`config.mk`:
```
export PLATFORM = sky130hd
export DESIGN_NAME = ser_arbiter
export DESIGN_NICKNAME = d
export VERILOG_FILES = /design/src/rtl/ser_arbiter.sv
export SDC_FILE = /design/constraint.sdc
export NUM_CORES = 1
export LEC_CHECK = 0
export BUFFER_PORTS_ARGS = -buffer_cell sky130_fd_sc_hd__buf_4
export CORE_ASPECT_RATIO = 2
export CORE_MARGIN = 3
export CORE_UTILIZATION = 34
export DETAILED_ROUTE_END_ITERATION = 10
export GPL_ROUTABILITY_DRIVEN = 1
export MAX_ROUTING_LAYER = met4
export PLACE_DENSITY = 0.76
export SLEW_MARGIN = 20
export SYNTH_ARGS = -nofsm -noshare
export SYNTH_HDL_FRONTEND = slang
export SYNTH_SLANG_ARGS = --single-unit
```
`constraint.sdc`:
```
create_clock -name clk -period 4.1 [get_ports clk]
set_clock_uncertainty 0.2 [all_clocks]
set_input_delay 0.205 -clock clk [delete_from_list [all_inputs] [get_ports clk]]
set_output_delay 0.205 -clock clk [all_outputs]
set_load 0.005 [all_outputs]
```
`src/rtl/ser_arbiter.sv`:
```
// ser_arbiter: round-robin arbiter that shares one 32-to-8 serializer among N_REQ requesters.
// Define SER_ARB_TIMEOUT_EN to compile in the WAIT-state watchdog that drives err_o.
module ser_arbiter #(
  parameter int N_REQ          = 4,
  parameter int TIMEOUT_CYCLES = 16,
  localparam int ID_W          = (N_REQ > 1) ? $clog2(N_REQ) : 1
) (
  input  logic                  clk,
  input  logic                  rst,
  input  logic [N_REQ-1:0]      req_i,
  input  logic [32*N_REQ-1:0]   data_i,
  output logic [N_REQ-1:0]      ack_o,
  output logic                  busy_o,
  output logic [ID_W-1:0]       grant_id_o,
  output logic                  ser_cin,
  output logic [31:0]           ser_din,
  input  logic                  ser_done,
  output logic                  err_o
);

  typedef enum logic [1:0] {
    IDLE   = 2'd0,
    LAUNCH = 2'd1,
    WAIT   = 2'd2,
    ACK    = 2'd3
  } state_t;

  state_t            state_q, state_d;
  logic [N_REQ-1:0]  ack_q, ack_d;
  logic              busy_q, busy_d;
  logic [ID_W-1:0]   grant_q, grant_d;
  logic [ID_W-1:0]   last_q, last_d;
  logic              ser_cin_q, ser_cin_d;
  logic [31:0]       ser_din_q, ser_din_d;
  logic [ID_W-1:0]   winner_s;
  logic              found_s;
  logic [31:0]       data_arr_s [N_REQ];

`ifdef SER_ARB_TIMEOUT_EN
  localparam int CNT_W = $clog2(TIMEOUT_CYCLES + 1);
  logic [CNT_W-1:0]  cnt_q, cnt_d;
  logic              err_q, err_d;
`endif

  // Unpack the flat payload bus into one word per requester.
  always_comb begin
    for (int k = 0; k < N_REQ; k++) begin
      data_arr_s[k] = data_i[32*k +: 32];
    end
  end

  // Round-robin search starting just after the last winner, wrapping around.
  always_comb begin
    winner_s = '0;
    found_s  = 1'b0;
    for (int i = 1; i <= N_REQ; i++) begin
      if (!found_s && req_i[ID_W'((int'(last_q) + i) % N_REQ)]) begin
        winner_s = ID_W'((int'(last_q) + i) % N_REQ);
        found_s  = 1'b1;
      end else begin
        found_s  = found_s;
      end
    end
  end

  // Next-state and next-output logic; all outputs are registered from these.
  always_comb begin
    state_d   = state_q;
    ack_d     = '0;
    busy_d    = busy_q;
    grant_d   = grant_q;
    last_d    = last_q;
    ser_cin_d = 1'b0;
    ser_din_d = ser_din_q;
`ifdef SER_ARB_TIMEOUT_EN
    cnt_d     = cnt_q;
    err_d     = 1'b0;
`endif
    case (state_q)
      IDLE: begin
        if (req_i != '0) begin
          state_d   = LAUNCH;
          grant_d   = winner_s;
          ser_din_d = data_arr_s[winner_s];
          ser_cin_d = 1'b1;
          busy_d    = 1'b1;
        end else begin
          busy_d    = 1'b0;
        end
      end
      LAUNCH: begin
        state_d = WAIT;
`ifdef SER_ARB_TIMEOUT_EN
        cnt_d   = '0;
`endif
      end
      WAIT: begin
        if (ser_done) begin
          state_d = ACK;
          for (int k = 0; k < N_REQ; k++) begin
            ack_d[k] = (grant_q == ID_W'(k));
          end
`ifdef SER_ARB_TIMEOUT_EN
        end else if (cnt_q == CNT_W'(TIMEOUT_CYCLES - 1)) begin
          // Watchdog expiry still completes the handshake, flagged by err_o.
          state_d = ACK;
          err_d   = 1'b1;
          for (int k = 0; k < N_REQ; k++) begin
            ack_d[k] = (grant_q == ID_W'(k));
          end
        end else begin
          cnt_d   = cnt_q + CNT_W'(1);
        end
`else
        end else begin
          state_d = WAIT;
        end
`endif
      end
      ACK: begin
        state_d = IDLE;
        last_d  = grant_q;
        busy_d  = 1'b0;
      end
      default: begin
        state_d = IDLE;
        busy_d  = 1'b0;
      end
    endcase
  end

  // State and output registers with synchronous reset.
  always_ff @(posedge clk) begin
    if (rst) begin
      state_q   <= IDLE;
      ack_q     <= '0;
      busy_q    <= 1'b0;
      grant_q   <= '0;
      last_q    <= ID_W'(N_REQ - 1);
      ser_cin_q <= 1'b0;
      ser_din_q <= 32'h0000_0000;
    end else begin
      state_q   <= state_d;
      ack_q     <= ack_d;
      busy_q    <= busy_d;
      grant_q   <= grant_d;
      last_q    <= last_d;
      ser_cin_q <= ser_cin_d;
      ser_din_q <= ser_din_d;
    end
  end

`ifdef SER_ARB_TIMEOUT_EN
  // Watchdog counter and error flag registers.
  always_ff @(posedge clk) begin
    if (rst) begin
      cnt_q <= '0;
      err_q <= 1'b0;
    end else begin
      cnt_q <= cnt_d;
      err_q <= err_d;
    end
  end

  assign err_o = err_q;
`else
  assign err_o = 1'b0;
`endif

  assign ack_o      = ack_q;
  assign busy_o     = busy_q;
  assign grant_id_o = grant_q;
  assign ser_cin    = ser_cin_q;
  assign ser_din    = ser_din_q;

endmodule

```
==> summary.txt <==
Combinational share of power -> 41.2%
Sw Share -> 33.3%
Postcts setup bufs -> 0
Antenna diodes -> 0
Final hold vios -> 0
GP Congestion -> 0.807
Starting DRT DRC Count -> 184
Period Utilization, post-route -> 71.0%
Non-filler cells, final -> 554
Setup violations, final -> 0
Sequential power share -> 36.0%
Count leader, synth -> nand2_1
Cells after Synth -> 302
Final min period -> 2.91 ns
HPWL Detailed -> 7280 um
WL/cell -> 17.0 um
CTS tree -> yes
First-pass GRT wire length -> 14100 um
Row count -> 45
Worst hold slack -> 0.0311 ns
Arrival @ worst endpoint -> 2.89 ns
Yosys warns -> 0
Hold Crit Class -> in -> reg
Max transition margin -> 34.7%
Global Route Usage Sum -> 20.9%
Critical path capture point type -> flip-flop
H-tree depth -> 2
Synth Register Bits -> 44
Highest Clock Rate -> 0.344 GHz
Top cells by area, synth -> dfxtp_1 33%, mux2i_1 10%, and3_1 9.5%
IO buf count -> 174
Syn avg cell area -> 8.90 sq um
RSZ-0062 raised after global routing -> no
Critical path required time -> 4.08 ns
Psw -> 552 uW
Drt first pass iters -> 4
Skew-Pair Late Insertion Delay -> 0.28 ns
Die height -> 132 um
Crit Path Max Fanout -> 42
CTS Buf Count -> 5
Final ANT Viol Nets -> 0
Multi-input gate area -> 1620 sq um
Final wirelength -> 9400 um
Lkg Pwr -> 2.06 nW
Int Pwr -> 1.11 mW
Least-Margin Pin Slew -> 0.979 ns
# nets final -> 599
Critical path class -> reg -> reg
Post-synth EDFFs -> 0
Register area share after synthesis -> 32.8%
Vias in the first global route -> 3123
Top post-synthesis cells by count -> 47 x nand2_1, 44 x dfxtp_1, 41 x and3_1, 27 x mux2i_1, 25 x a211oi_1
Post-layout power -> 1.66 mW
Clk pwr share -> 22.8%
Remaining DRCs -> 0
Proportion of layout cells with a drive suffix above 1 -> 46.1%
Register area -> 881 sq um
Via density -> 5.41
Post-synth ARST share -> 0%
Post-synth top area cell -> dfxtp_1
DP Cell Count -> 545
Initial Utilization -> 35.1%
Synth Cell Area -> 2690 sq um
Grt total ovfl -> 0
Clock Sinks -> 44
Run status -> complete, no violations
CORE AREA -> 7660 sq um
Post-synth net total -> 441
Clk slew on worst S/H paths -> 0.06 ns
Pwr dens -> 402 nW/um^2
Die area -> 9070 sq um
Unique masters post-synth -> 31
Max-slew violation count -> 0
Fillers -> 760
Maximum VDD drop -> 0.215 mV
CTS root buffer -> clkbuf_16
Syn-to-layout area delta -> 53.6%
Max-cap violations -> 0
Ports -> 176
Clock buffer depth -> 2
Setup Total Neg Slack -> 0 ns
Vias -> 2997
Antenna violations before repair -> 0
Post-synth top area share -> 32.8%
Largest net degree at the start of global routing -> 43
Horiz. Die Dim -> 68.9 um
Startpoint Class -> flip-flop
Top FF cell, synth -> dfxtp_1
## per-layer routing
metal  share of wire [%]  GRT usage, %
met5                   0             -
met4                 5.4          12.8
met3                 6.1          3.16
met2                  56          37.4
met1                  32          19.3
## cell families after synthesis
kind of cell	Yosys count	synth area share, %
buf+inv	34	7.22
other cells	1	0.140
flops	44	32.8
simple gates	107	19.6
mux	27	10.1
fa+ha+maj	4	1.86
compound gates	85	28.4
## registers in the layout (all words and copies together), names as in the netlist
register,cells
ser_cin,1
ser_din,32
last_q,2
grant_id_o,2
busy_o,1
state_q,2
ack_o,4
## critical path, cell delays in order, from the launching register on
cell and delay, ns:
dfxtp_1 0.45, nand2_1 0.09, o22a_2 0.44, nand2_2 0.77, nand2_1 0.53, o221ai_1 0.31
## repair_timing
action / in CTS / in global routing
hold buffers: 2 / 0
gates resized for setup: 0 / 0
endpoints found under the hold margin: 6 / 0
## layout by cell type, fill, tap and decap left out
cell | netlist | final
a21oi_1 | 5 | 4
o211ai_1 | 1 | 1
clkinv_2 | 0 | 1
a211oi_2 | 16 | 16
a31oi_4 | 1 | 1
nor4_1 | 2 | 2
nand2_1 | 47 | 47
dlygate4sd3_1 | 0 | 2
conb_1 | 1 | 1
o22a_2 | 2 | 2
o31ai_2 | 5 | 5
nand2_2 | 1 | 1
and2_1 | 1 | 1
o21a_2 | 1 | 1
clkbuf_16 | 0 | 5
mux2i_1 | 27 | 27
buf_4 | 3 | 178
nor2b_1 | 1 | 1
o21ai_2 | 0 | 1
clkbuf_1 | 12 | 1
a211oi_1 | 25 | 25
and3_1 | 41 | 41
a21boi_1 | 1 | 1
dfxtp_1 | 44 | 44
o31ai_1 | 15 | 15
o221ai_1 | 12 | 12
ha_1 | 4 | 4
nand3_1 | 1 | 1
a21oi_2 | 0 | 1
inv_1 | 5 | 5
nor3_1 | 2 | 2
nand2b_1 | 2 | 2
nor2_1 | 9 | 9
## path summary, 6_finish.rpt
check                                from                        to  slack (ns)  cells past startpoint
setup / recovery   last_q[1]$_SDFFE_PP1N_  ser_din[27]$_SDFFE_PP0P_        1.19                      5
hold / removal                 data_i[63]  ser_din[31]$_SDFFE_PP0P_        0.03                      3
setup reg to reg   last_q[1]$_SDFFE_PP1N_  ser_din[27]$_SDFFE_PP0P_        1.19                      5
hold reg to reg   ser_din[4]$_SDFFE_PP0P_   ser_din[4]$_SDFFE_PP0P_        0.26                      2
## layout make-up
cell class                 count  area share [%]
clock buffer                   6            3.12
clock inverter                 1           0.121
inverter                       5           0.455
multi-input combinational    224            39.3
sequential                    44            21.3
tap                           94            2.85
timing repair buffer         180            32.9
## per-stage QoR
stage / setup slack, ns / utilization [%] / cell area, sq um
after floorplan: 2.33 / - / 2690
after global placement: 1.31 / 51.9 / 3970
after detailed placement: 1.18 / 51.9 / 3970
after CTS: 1.16 / 53.9 / 4130
after global routing: 0.929 / 53.9 / 4130
final: 1.19 / 53.9 / 4130
## power groups by stage
stage               sequential, mW  clock [mW]  combinational [mW]
finish                       0.597       0.379               0.684
global route                 0.608       0.408               0.745
CTS                          0.596       0.388               0.691
detailed placement           0.603           0               0.688
global placement             0.601           0               0.674
floorplan                    0.601           0               0.372
No activity file was read; power rests on OpenSTA's default activity.
